<file path="config.mk">
export PLATFORM = sky130hd
export DESIGN_NAME = mii_tx_sched
export DESIGN_NICKNAME = d
export VERILOG_FILES = /design/src/rtl/mii_tx_sched_pkg.sv /design/src/rtl/mii_tx_arb.sv /design/src/rtl/mii_tx_sched.sv
export SDC_FILE = /design/constraint.sdc
export NUM_CORES = 1
export LEC_CHECK = 0
export ABC_CLOCK_PERIOD_IN_PS = 2500
export CAP_MARGIN = 0
export CORE_UTILIZATION = 30
export DETAILED_ROUTE_END_ITERATION = 16
export GPL_ROUTABILITY_DRIVEN = 1
export PLACE_DENSITY = 0.53
export SLEW_MARGIN = 20
export SYNTH_ARGS = -nofsm -noshare
export SYNTH_HDL_FRONTEND = slang
export SYNTH_SLANG_ARGS = --single-unit
</file>
<file path="constraint.sdc">
create_clock -name clk -period 2.5 [get_ports clk]
set_clock_uncertainty 0.1 [all_clocks]
set_input_delay 0.375 -clock clk [delete_from_list [all_inputs] [get_ports clk]]
set_output_delay 0.375 -clock clk [all_outputs]
set_load 0.02 [all_outputs]
</file>
<file path="src/rtl/mii_tx_sched_pkg.sv">
// Shared definitions for the MII transmit scheduler: FSM state encoding,
// the fixed MII nibble values, and a small requester-index helper.
package mii_tx_sched_pkg;

    typedef enum logic [2:0] {
        ST_IDLE,
        ST_PREAMBLE,
        ST_SFD,
        ST_DATA,
        ST_JAM
    } tx_state_t;

    localparam logic [3:0] MII_PREAMBLE = 4'h5;
    localparam logic [3:0] MII_SFD      = 4'hD;
    localparam logic [3:0] MII_JAM      = 4'h5;

    // One-hot requester vector for a 1-bit requester index.
    function automatic logic [1:0] req_onehot(input logic idx);
        return idx ? 2'b10 : 2'b01;
    endfunction

endpackage

</file>
<file path="src/rtl/mii_tx_arb.sv">
// Two-way round-robin arbiter. When both requesters are asking, the one the
// priority pointer names wins; every accepted grant hands priority to the
// other requester.
module mii_tx_arb (
    input  logic       clk,
    input  logic       rst,
    input  logic [1:0] req,
    input  logic       accept,
    output logic       gnt_idx,
    output logic       gnt_valid
);

    logic ptr;

    // Grant selection: the pointer only matters when both requesters ask.
    always_comb begin
        gnt_valid = |req;
        gnt_idx   = 1'b0;
        if (req[0] && req[1]) begin
            gnt_idx = ptr;
        end else begin
            gnt_idx = req[1];
        end
    end

    // Priority pointer moves away from whoever was just granted.
    always_ff @(posedge clk) begin
        if (rst) begin
            ptr <= 1'b0;
        end else if (accept) begin
            ptr <= ~gnt_idx;
        end
    end

endmodule

</file>
<file path="src/rtl/mii_tx_sched.sv">
// mii_tx_sched: two-requester MII transmit scheduler in front of the PCS.
// Arbitrates whole frames, prepends preamble/SFD, and enforces the
// inter-packet gap and carrier deferral from the PCS crs output.
// Define MII_TX_COLLISION_EN to add jam-and-abort on col (half duplex);
// without it col is ignored and req_col stays 0.
module mii_tx_sched
    import mii_tx_sched_pkg::*;
#(
    parameter int IPG_NIBBLES      = 24,
    parameter int PREAMBLE_NIBBLES = 15,
    parameter int JAM_NIBBLES      = 8
) (
    input  logic       clk,
    input  logic       rst,
    input  logic       ce,
    input  logic [1:0] req_valid,
    input  logic [7:0] req_data,
    input  logic [1:0] req_last,
    input  logic [1:0] req_err,
    output logic [1:0] req_ready,
    output logic [1:0] req_done,
    output logic [1:0] req_abort,
    output logic [1:0] req_col,
    input  logic       crs,
    input  logic       col,
    output logic       tx_en,
    output logic       tx_er,
    output logic [3:0] txd
);

    localparam int NIB_MAX = (PREAMBLE_NIBBLES > JAM_NIBBLES) ? PREAMBLE_NIBBLES : JAM_NIBBLES;
    localparam int CNT_W   = $clog2(NIB_MAX + 1);
    localparam int GAP_W   = $clog2(IPG_NIBBLES + 1);

    tx_state_t        state, state_next;
    logic [CNT_W-1:0] nib_cnt, cnt_next;
    logic [GAP_W-1:0] gap_cnt;
    logic             gnt, gnt_next;
    logic             tx_en_next, tx_er_next;
    logic [3:0]       txd_next;
    logic [1:0]       done_next, abort_next, col_next;
    logic             arb_idx, arb_valid, arb_accept;
    logic             sel_valid, sel_last, sel_err;
    logic [3:0]       sel_data;
    logic             start_ok;

    mii_tx_arb u_arb (
        .clk       (clk),
        .rst       (rst),
        .req       (req_valid),
        .accept    (arb_accept),
        .gnt_idx   (arb_idx),
        .gnt_valid (arb_valid)
    );

    assign sel_valid = req_valid[gnt];
    assign sel_last  = req_last[gnt];
    assign sel_err   = req_err[gnt];
    assign sel_data  = req_data[{gnt, 2'b00} +: 4];
    assign start_ok  = arb_valid && !crs && (gap_cnt == GAP_W'(IPG_NIBBLES));

    // Gap counter: crs includes our own carrier, so this measures quiet time
    // since the PCS carrier last fell.
    always_ff @(posedge clk) begin
        if (rst) begin
            gap_cnt <= GAP_W'(IPG_NIBBLES);
        end else if (ce) begin
            if (crs) begin
                gap_cnt <= '0;
            end else if (gap_cnt != GAP_W'(IPG_NIBBLES)) begin
                gap_cnt <= gap_cnt + 1'b1;
            end
        end
    end

    // Next-state and next-nibble logic; everything advances only on ce.
    always_comb begin
        state_next = state;
        cnt_next   = nib_cnt;
        gnt_next   = gnt;
        tx_en_next = tx_en;
        tx_er_next = tx_er;
        txd_next   = txd;
        done_next  = '0;
        abort_next = '0;
        col_next   = '0;
        req_ready  = '0;
        arb_accept = 1'b0;
        if (ce) begin
            case (state)
                ST_IDLE: begin
                    tx_en_next = 1'b0;
                    tx_er_next = 1'b0;
                    txd_next   = 4'h0;
                    if (start_ok) begin
                        arb_accept = 1'b1;
                        gnt_next   = arb_idx;
                        tx_en_next = 1'b1;
                        txd_next   = MII_PREAMBLE;
                        cnt_next   = CNT_W'(1);
                        state_next = ST_PREAMBLE;
                    end
                end
                ST_PREAMBLE: begin
                    txd_next = MII_PREAMBLE;
                    cnt_next = nib_cnt + 1'b1;
                    if (nib_cnt == CNT_W'(PREAMBLE_NIBBLES - 1)) begin
                        state_next = ST_SFD;
                    end
                end
                ST_SFD: begin
                    txd_next   = MII_SFD;
                    state_next = ST_DATA;
                end
                ST_DATA: begin
                    req_ready = req_onehot(gnt);
                    if (sel_valid) begin
                        txd_next   = sel_data;
                        tx_er_next = sel_err;
                        if (sel_last) begin
                            done_next  = req_onehot(gnt);
                            state_next = ST_IDLE;
                        end
                    end else begin
                        txd_next   = 4'h0;
                        tx_er_next = 1'b1;
                        abort_next = req_onehot(gnt);
                        state_next = ST_IDLE;
                    end
                end
                ST_JAM: begin
`ifdef MII_TX_COLLISION_EN
                    tx_en_next = 1'b1;
                    tx_er_next = 1'b0;
                    txd_next   = MII_JAM;
                    cnt_next   = nib_cnt + 1'b1;
                    if (nib_cnt == CNT_W'(JAM_NIBBLES - 1)) begin
                        col_next   = req_onehot(gnt);
                        state_next = ST_IDLE;
                    end
`else
                    state_next = ST_IDLE;
`endif
                end
                default: begin
                    state_next = ST_IDLE;
                end
            endcase
`ifdef MII_TX_COLLISION_EN
            if (col && (state == ST_PREAMBLE || state == ST_SFD || state == ST_DATA)) begin
                req_ready  = '0;
                done_next  = '0;
                abort_next = '0;
                tx_en_next = 1'b1;
                tx_er_next = 1'b0;
                txd_next   = MII_JAM;
                cnt_next   = CNT_W'(1);
                state_next = ST_JAM;
            end
`endif
        end
    end

    // State, grant and registered MII outputs; reset truncates any frame.
    always_ff @(posedge clk) begin
        if (rst) begin
            state     <= ST_IDLE;
            nib_cnt   <= '0;
            gnt       <= 1'b0;
            tx_en     <= 1'b0;
            tx_er     <= 1'b0;
            txd       <= 4'h0;
            req_done  <= '0;
            req_abort <= '0;
            req_col   <= '0;
        end else begin
            state     <= state_next;
            nib_cnt   <= cnt_next;
            gnt       <= gnt_next;
            tx_en     <= tx_en_next;
            tx_er     <= tx_er_next;
            txd       <= txd_next;
            req_done  <= done_next;
            req_abort <= abort_next;
            req_col   <= col_next;
        end
    end

endmodule
</file>
==> Word level (Yosys, flattened, before mapping) <==
Index checks and enable logic that the tools add are counted.
{ "totals": {"word_cells": 74, "in_bits": 19, "register_bits": 24, "out_inout_bits": 14} }
{ "op_classes": {"order_cmp": 1, "eq_ne": 9, "bitwise_logic": 5, "add_sub_neg": 2, "n_shift": 1, "mux": 27, "reduce_logical": 19} }
{ "op_table": {"columns": ["operator", "count"], "rows": [
  ["one-hot mux 4 bit (4 select lines)", 1],
  ["two-way mux 3 bit", 5],
  ["one-hot mux 3 bit (4 select lines)", 1],
  ["two-way mux 1 bit", 11],
  ["two-way mux 5 bit", 2],
  ["two-way mux 4 bit", 2],
  ["one-hot mux 4 bit (2 select lines)", 1],
  ["AND reduction 2 bit", 4],
  ["indexed part select 8 x 4 -> 4 bit", 1],
  ["equality test 3 x 2 -> 1 bit (second input constant)", 2],
  ["two-way mux 2 bit", 3],
  ["AND reduction 3 bit", 2],
  ["nonzero test 2 bit", 3],
  ["adder 5 x 1 -> 5 bit (second input constant)", 1],
  ["equality test 5 bit (second input constant)", 1],
  ["inequality test 5 bit (second input constant)", 1],
  ["inverter 1 bit", 5],
  ["OR reduction 5 bit", 1],
  ["adder 4 x 1 -> 4 bit (second input constant)", 1],
  ["equality test 4 bit (second input constant)", 1],
  ["inequality test 2 bit (second input constant)", 2],
  ["AND reduction 4 bit", 1],
  ["nonzero test 4 bit", 1],
  ["OR reduction 4 bit", 1],
  ["other kinds (8)", 10]
]} }

==> Logic depth before layout (Yosys ltp) <==
Gate-level depths: netlist of run 1.
{ "logic_depth": {"depth_word": 6, "ltp_mapped": 6, "mapped_depth_nobuf": 6} }

==> Hierarchy <==
Synthesis of run 1 repeated with hierarchy kept, for this count alone.
{ "unflattened": {"cells_unflattened": 150, "hier_area_um2": 1333.8} }
{ "by_module_without_submodules": {"columns": ["mod", "seq_area_each_um2", "area_per_inst_um2", "cells_each", "instances"], "rows": [
  ["mii_tx_sched", 440.4, 1267.5, 144, 1],
  ["mii_tx_arb", 20.0, 66.3, 6, 1]
]} }

==> Worst setup path before layout of run 1 <==
Ideal clock, no wire load.
{ "synth_timing": {"path_type": "flip-flop to flip-flop", "start": "register state[1]", "end": "register nib_cnt[2]", "path_stages_with_launch": 7, "n_path_buf": 0, "required_ps": 2330, "arrival_time_ps": 1795, "setup_time_ps": 70, "synth_period_minus_slack_ps": 1966, "setup_slack_ps": 534, "cell_sequence": "dfxtp_1 > inv_1 > ha_1 > o21ai_0 > o32a_4 > or4_1 > a21oi_1"} }
{ "synth_via": {"elab_chain_cells": 3, "word_cells_on_any_way": 6, "classes_between": "2 x eq/ne; 1 x mux; 3 x reduce/logical"} }
{ "synth_lines": {"columns": ["item", "line_no", "source"], "rows": [
  ["from (decl)", "mii_tx_sched.sv:35", "tx_state_t state, state_next;"],
  ["from (signal assigned)", "mii_tx_sched.sv:177", "state <= state_next;"],
  ["equality test 3 x 1 -> 1 bit or zero test 3 bit (tied branches)", "mii_tx_sched.sv:90", "case (state)"],
  ["nonzero test 2 bit (no line) or inequality test 2 bit (tied branches)", null, null],
  ["AND reduction 3 bit (no line)", null, null],
  ["to (signal assigned)", "mii_tx_sched.sv:178", "nib_cnt <= cnt_next;"],
  ["to (decl)", "mii_tx_sched.sv:36", "logic [CNT_W-1:0] nib_cnt, cnt_next;"]
]} }
Parallel ways exist; a longest one is shown, timed or not.
A chain may end at the register's enable or synchronous reset.

==> Worst setup path in the final report of run 1 <==
{ "layout_timing": {"start": "register state[1]", "end": "output port req_ready[0]"} }
{ "layout_via": {"elab_chain_cells": 3} }
{ "layout_lines": {"columns": ["item", "line_no", "source"], "rows": [
  ["equality test 3 x 2 -> 1 bit", "mii_tx_sched.sv:90", null],
  ["two-way mux 2 bit", "mii_tx_sched.sv:90", null],
  ["two-way mux 2 bit", "mii_tx_sched.sv:89", "if (ce) begin"],
  ["to (decl)", "mii_tx_sched.sv:20", "output logic [1:0] req_ready,"]
]} }
No other way between the ends.

==> impl_summary.txt, run 1 <==
----------------------------------------------------
[Die]
  Starting density of the core ... 31.9%
  Chip Width ... 67.9 microns
  Standard-cell row count ... 23
  Die Area ... 0.00461 sq mm
  Num ports ... 33
  Vertical die dimension ... 67.9 microns
  Core region area ... 0.00409 sq mm

[STA]
  RSZ-0062 raised after global routing ... no
  Final setup violating endpoints ... 0
  Final Max Slew Viols ... 0
  Top achievable clock speed ... 431 MHz
  Setup TNS ... 0 ps
  Worst max-slew margin expressed relative to the limit ... 58.1%
  Period Utilization, post-route ... 92.8%
  Final critical path time including I/O delays and setup ... 2320 ps
  Count of final hold-check violations ... 0
  Transition time at the pin with the least slew margin ... 626 ps

[Clocking]
  Clock transition at path regs ... 90 ps
  Clock Tree Root ... sky130_fd_sc_hd__clkbuf_8
  Total of cells resized after clock tree synthesis ... 0
  Post-CTS setup buffers ... 0
  H-tree depth ... 1
  Number of hold-repair buffers added at the cts stage ... 0
  Inserted Clock Buffers ... 3
  Clock tree from TritonCTS ... done
  Number of clock sinks seen by CTS ... 23
  Worst-case clock buffer depth ... 2
  Worst skew pair latency ... 270 ps

[Worst setup path]
  Arrival time reported for the critical path endpoint ... 1840 ps
  Largest delay share family, worst path ... buffers and inverters
  Crit Path Class ... flip-flop to primary output
  Longest individual stage delay on the worst path ... 610 ps
  Slowest cell on crit path ... sky130_fd_sc_hd__clkdlybuf4s50_1
  List of cells traversed by the critical path ... ha_1, nand2_1, nor2_1, clkdlybuf4s50_1
  Critical path buffer and inverter count ... 1
  Data required time of the critical path ... 2030 ps
  Critical Path Start Type ... flip-flop
  Kind of end point of the critical path ... primary output
  Critical-path maximum fanout ... 7

[Finish]
  Fraction of layout cells with a size suffix above 1 ... 11.6%
  Commonest cells after routing, fill and taps aside ... sky130_fd_sc_hd__clkdlybuf4s50_1 (29), sky130_fd_sc_hd__dfxtp_1 (23), sky130_fd_sc_hd__o21ai_0 (15)
  Net total in the final layout ... 218
  Diode insertion count for antenna repair ... 0
  Final cell utilization of the core ... 42.6%
  Layout overhead on the synthesized area ... 33.4%
  Most common library cell in the layout ignoring fill and taps ... sky130_fd_sc_hd__clkdlybuf4s50_1

[Pwr]
  Combinational group share of total power ... 22.9%
  Switching share of total power ... 28.9%
  Internal Dissipation ... 0.585 mW
  Clock share of power ... 28.9%
  Leakage dissipation ... 0.640 nW
  Seq pwr share ... 48.2%
  P_sw ... 0.238 mW
  Highest ir drop seen on vdd ... 0.230 mV
  Power per cell area ... 473 mW/mm^2

[Detailed routing]
  Total number of vias ... 1275
  Routed wire length ... 3320 microns
  Number of iterations in the first detailed-routing pass ... 4
  Wire per inst ... 13.9 microns
  Vias per cell ... 5.33
  Number of design-rule violations left by the first detailed-router iteration ... 41
  Detail Route Antenna Nets ... 0
  Post-route DRC ... 0

[Outcome]
  Result of the run ... finished clean

[Global route]
  Number of antenna violations at the first check in global routing ... 0
  Total congestion overflow ... 0
  Via count of the first global-routing pass ... 1195
  Pin count of the biggest net entering global routing ... 17
  Global-route wire length before repair ... 5460 microns
  Total GRT Usage ... 15.8%

[Yosys]
  Dominant register cell in the synthesized netlist ... sky130_fd_sc_hd__dfxtp_1
  Total standard cell area after synthesis ... 0.00130 sq mm
  Number of enable flip-flop cells after synthesis ... 0
  Yosys Warn Count ... 0
  Number of different library cells in the post-synthesis netlist ... 36
  Flop and latch count out of synthesis ... 23
  Async S/R FF share, synth ... 0%
  Syn avg cell area ... 8.47 sq um
  Cell count after synthesis ... 154
  Sequential element share of the synthesized area ... 35.3%

[Place]
  Number of buffers added on ports ... 29
  Half-perimeter wire length of the detailed placement result ... 2560 microns
  Gp weighted congestion ... 0.801

[Hold path]
  Hold crit path type ... flip-flop to flip-flop

[Flow run]
  # Max-Cap Violations ... 0

----------------------------------------------------
cell type report:
| cell class | count | area [sq um] |
|---|---|---|
| tap | 50 | 62.6 |
| sequential | 23 | 460 |
| fill | 395 | 2350 |
| multi-input combinational | 114 | 772 |
| inverter | 9 | 33.8 |
| timing repair buffer | 39 | 365 |
| clock buffer | 4 | 45.0 |
power groups by stage:
stage	registers (mW)	logic, mW	clock network, mW
4_1_cts	0.397	0.187	0.244
2_1_floorplan	0.407	0.107	0
6_report	0.397	0.188	0.238
5_1_grt	0.400	0.207	0.267
3_5_place_dp	0.405	0.186	0
3_3_place_gp	0.404	0.185	0
cell families (layout without fill, tap and decap cells):
group / Yosys count / in the layout / share of synthesized area (%)
and+or+nand+nor: 53 / 53 / 22.5
AOI/OAI and AO/OA: 42 / 42 / 20.9
DFF: 23 / 23 / 35.3
buffers and inverters: 18 / 52 / 5.76
adders and majority gates: 9 / 9 / 8.64
muxes: 8 / 8 / 6.62
other: 1 / 2 / 0.288
synthesized netlist by cell type, types with 3 or more instances:
cell type,count,area [sq um]
sky130_fd_sc_hd__dfxtp_1,23,460
sky130_fd_sc_hd__o21ai_0,15,75.1
sky130_fd_sc_hd__nand2_1,14,52.6
sky130_fd_sc_hd__a21oi_1,11,55.1
sky130_fd_sc_hd__nor2_1,11,41.3
sky130_fd_sc_hd__ha_1,9,113
sky130_fd_sc_hd__inv_1,8,30.0
sky130_fd_sc_hd__clkbuf_1,7,26.3
sky130_fd_sc_hd__mux2_2,5,56.3
sky130_fd_sc_hd__nor3_1,5,25.0
sky130_fd_sc_hd__a211oi_1,4,30.0
sky130_fd_sc_hd__nand3_1,4,20.0
sky130_fd_sc_hd__mux2i_1,3,30.0
sky130_fd_sc_hd__nor4_1,3,18.8
through the flow:
stage / std cells / hold WS (ps) / cell area [sq um] / worst slack [ps] / power [mW]
6_report: 239 / 379 / 1740 / 180 / 0.823
5_1_grt: 239 / 406 / 1740 / 65.4 / 0.873
4_1_cts: 239 / 379 / 1740 / 187 / 0.828
3_5_place_dp: 235 / 367 / 1690 / 245 / 0.592
3_3_place_gp: 235 / 347 / 1690 / 243 / 0.589
2_1_floorplan: 155 / 352 / 1310 / 534 / 0.514
path summary, 6_finish.rpt:
| path | startpoint | to | slack (ps) | depth (start not counted) |
|---|---|---|---|---|
| max | state[1] | req_ready[0] | 180 | 4 |
| min | txd[1] | txd[1] | 380 | 2 |
| max reg2reg | state[1] | nib_cnt[2] | 440 | 6 |
| min reg2reg | txd[1] | txd[1] | 380 | 2 |
layer usage:
metal  wire (microns)  vias up  global-route usage (%)
met1             1590      612                    20.6
li1                 -      628                       -
met5                0        -                       0
met2             1560       31                    25.9
met4               41        0                    3.91
met3              130        4                    3.83
tightest hold or removal path: cells and delay by family, from the launching register on:
kind	cells	cell delay, ps
DFF	1	320
and+or+nand+nor	1	50
AOI/OAI and AO/OA	1	60
sequential cells by signal, summed over array words and instances, names as in the netlist, 2 cells and up:
signal     count
gap_cnt        5
req_done       2
state          2
nib_cnt        4
req_abort      2
txd            4
No activity file was read; power rests on OpenSTA's default activity.
==> inputs of run 2 (changes only) <==
--- a/config.mk
+++ b/config.mk
@@ -13,2 +13,3 @@
 export PLACE_DENSITY = 0.53
+export SETUP_SLACK_MARGIN = 0.1
 export SLEW_MARGIN = 20
--- a/constraint.sdc
+++ b/constraint.sdc
@@ -4,2 +4,2 @@
 set_output_delay 0.375 -clock clk [all_outputs]
-set_load 0.02 [all_outputs]
+set_load 0.005 [all_outputs]
==> impl_summary.txt, run 2 (synthesized netlist as in run 1, its figures left out) <==
----------------------------------------------------
[Place]
  Gp weighted congestion ... 0.821 (was 0.801)
  Half-perimeter wire length of the detailed placement result ... 2540 microns (was 2560 microns)
  Number of buffers added on ports ... 29 (unchanged)

[Finish]
  Net total in the final layout ... 217 (was 218)
  Commonest cells after routing, fill and taps aside ... sky130_fd_sc_hd__clkdlybuf4s50_1 (29), sky130_fd_sc_hd__dfxtp_1 (23), sky130_fd_sc_hd__o21ai_0 (15) (unchanged)
  Register with the most flip-flops ... gap_cnt (unchanged)
  Regs by FF count ... gap_cnt (5), nib_cnt (4), txd (4) (unchanged)
  Layout overhead on the synthesized area ... 32.8% (was 33.4%)
  Number of flip-flops under the largest register name ... 5 (unchanged)
  Diode insertion count for antenna repair ... 0 (unchanged)
  Fraction of layout cells with a size suffix above 1 ... 11.2% (was 11.6%)
  Most common library cell in the layout ignoring fill and taps ... sky130_fd_sc_hd__clkdlybuf4s50_1 (unchanged)

[Worst setup path]
  Register-to-register path setup slack ... 460 ps (was 440 ps)
  Critical Path Start Type ... flip-flop (unchanged)
  Reg-to-reg critical path startpoint ... state[1] (unchanged)
  Startpoint of the worst setup timing path ... state[1] (unchanged)
  List of cells traversed by the critical path ... ha_1, nand2_1, nor2_1, clkdlybuf4s50_1 (unchanged)
  Arrival time reported for the critical path endpoint ... 1800 ps (was 1840 ps)
  Slowest cell on crit path ... sky130_fd_sc_hd__clkdlybuf4s50_1 (unchanged)
  Longest individual stage delay on the worst path ... 500 ps (was 610 ps)
  End point of the critical path ... req_ready[0] (unchanged)
  Data required time of the critical path ... 2030 ps (about the same)
  Critical-path maximum fanout ... 8 (was 7)
  Destination of the worst register-to-register timing path ... nib_cnt[2] (unchanged)
  Crit Path Class ... flip-flop to primary output (unchanged)
  Kind of end point of the critical path ... primary output (unchanged)
  Cell count of the worst reg-to-reg path ... 6 (unchanged)

[Detailed routing]
  Total number of vias ... 1242 (was 1275)
  Post-route DRC ... 0 (unchanged)
  Routed wire length ... 3330 microns (was 3320 microns)
  Number of design-rule violations left by the first detailed-router iteration ... 42 (was 41)
  Vias per cell ... 5.22 (was 5.33)
  Wire per inst ... 14.0 microns (was 13.9 microns)
  Number of iterations in the first detailed-routing pass ... 4 (unchanged)
  Detail Route Antenna Nets ... 0 (unchanged)

[Hold path]
  Hold path startpoint ... txd[1] (unchanged)
  Cell depth of the worst hold path ... 2 (unchanged)
  Hold crit path type ... flip-flop to flip-flop (unchanged)

[Global route]
  Total congestion overflow ... 0 (unchanged)
  Total GRT Usage ... 15.9% (was 15.8%)
  Pin count of the biggest net entering global routing ... 17 (unchanged)
  Via count of the first global-routing pass ... 1140 (was 1195)
  Number of antenna violations at the first check in global routing ... 0 (unchanged)
  Global-route wire length before repair ... 5440 microns (was 5460 microns)

[Die]
  Num ports ... 33 (unchanged)
  Starting density of the core ... 31.9% (unchanged)
  Standard-cell row count ... 23 (unchanged)
  Die Area ... 0.00461 sq mm (unchanged)
  Vertical die dimension ... 67.9 microns (unchanged)
  Chip Width ... 67.9 microns (unchanged)
  Core region area ... 0.00409 sq mm (unchanged)

[Pwr]
  Combinational group share of total power ... 22.0% (was 22.9%)
  Highest ir drop seen on vdd ... 0.209 mV (was 0.230 mV)
  P_sw ... 0.229 mW (was 0.238 mW)
  Switching share of total power ... 28.1% (was 28.9%)
  Clock share of power ... 29.1% (was 28.9%)
  Power per cell area ... 469 mW/mm^2 (was 473 mW/mm^2)
  Internal Dissipation ... 0.584 mW (was 0.585 mW)
  Leakage dissipation ... 0.634 nW (was 0.640 nW)
  Seq pwr share ... 48.9% (was 48.2%)

[Clocking]
  Inserted Clock Buffers ... 3 (unchanged)
  H-tree depth ... 1 (unchanged)
  Clock Tree Root ... sky130_fd_sc_hd__clkbuf_8 (unchanged)
  Worst skew pair latency ... 260 ps (was 270 ps)
  Total of cells resized after clock tree synthesis ... 0 (unchanged)
  Clock tree from TritonCTS ... done (unchanged)
  Post-CTS setup buffers ... 0 (unchanged)
  Number of hold-repair buffers added at the cts stage ... 0 (unchanged)
  Clock transition at path regs ... 80 ps (was 90 ps)
  Worst-case clock buffer depth ... 2 (unchanged)
  Number of clock sinks seen by CTS ... 23 (unchanged)

[STA]
  Setup TNS ... 0 ps (unchanged)
  Transition time at the pin with the least slew margin ... 602 ps (was 626 ps)
  Count of final hold-check violations ... 0 (unchanged)
  Final setup violating endpoints ... 0 (unchanged)
  Top achievable clock speed ... 439 MHz (was 431 MHz)
  RSZ-0062 raised after global routing ... no (unchanged)
  Final Max Slew Viols ... 0 (unchanged)
  Final critical path time including I/O delays and setup ... 2280 ps (was 2320 ps)
  Worst max-slew margin expressed relative to the limit ... 59.7% (was 58.1%)
  Worst Hold Margin ... 371 ps (was 379 ps)
  Period Utilization, post-route ... 91.2% (was 92.8%)

[Flow run]
  # Max-Cap Violations ... 0 (unchanged)

[Outcome]
  Result of the run ... finished clean (unchanged)

----------------------------------------------------
-- run 2: cell types whose count changed in the layout (fill, tap and decap cells not counted) --
cell,delta
sky130_fd_sc_hd__buf_4,-1
-- run 2: final cells by class --
type                    instances  area (sq um)
well taps                      50          62.6
flip-flops and latches         23           460
repair buffers                 38           358
clock buffers                   4          45.0
multi-input cells             114           772
fillers                       408          2350
inverters                       9          33.8
-- run 2: worst min path at each step --
| stage | to | slack [ps] |
|---|---|---|
| finish | txd[1] | 370 |
| global route | txd[1] | 400 |
| CTS | txd[1] | 380 |
| detailed placement | txd[1] | 360 |
| global placement | txd[1] | 350 |
| floorplan | req_abort[1] | 350 |
-- run 2: layer usage --
layer | wire length [microns] | track usage (%)
met3 | 135 | 3.17
met2 | 1510 | 25.7
met1 | 1650 | 21.3
met5 | 0 | 0
met4 | 31 | 3.91
-- run 2: stage by stage --
stage / total power, mW / area (sq um) / cells / worst slack, ps / utilization, %
finish: 0.812 / 1730 / 238 / 220 / 42.4
CTS: 0.821 / 1730 / 238 / 203 / 42.4
detailed placement: 0.584 / 1690 / 234 / 285 / 41.3
global route: 0.861 / 1730 / 238 / 106 / 42.4
floorplan: 0.507 / 1310 / 155 / 534 / -
global placement: 0.580 / 1690 / 234 / 314 / 41.3
-- run 2: worst max-delay path: cells and delay by family, from the launching register on --
family	cells	cell delay (ps)
buf+inv	1	500
flops	1	470
fa+ha+maj	1	350
simple gates	2	220
-- run 2: power groups by stage --
stage / registers (mW) / clock network [mW] / logic, mW
finish: 0.397 / 0.236 / 0.179
global route: 0.400 / 0.262 / 0.198
CTS: 0.397 / 0.245 / 0.179
detailed placement: 0.406 / 0 / 0.178
global placement: 0.404 / 0 / 0.176
floorplan: 0.402 / 0 / 0.105
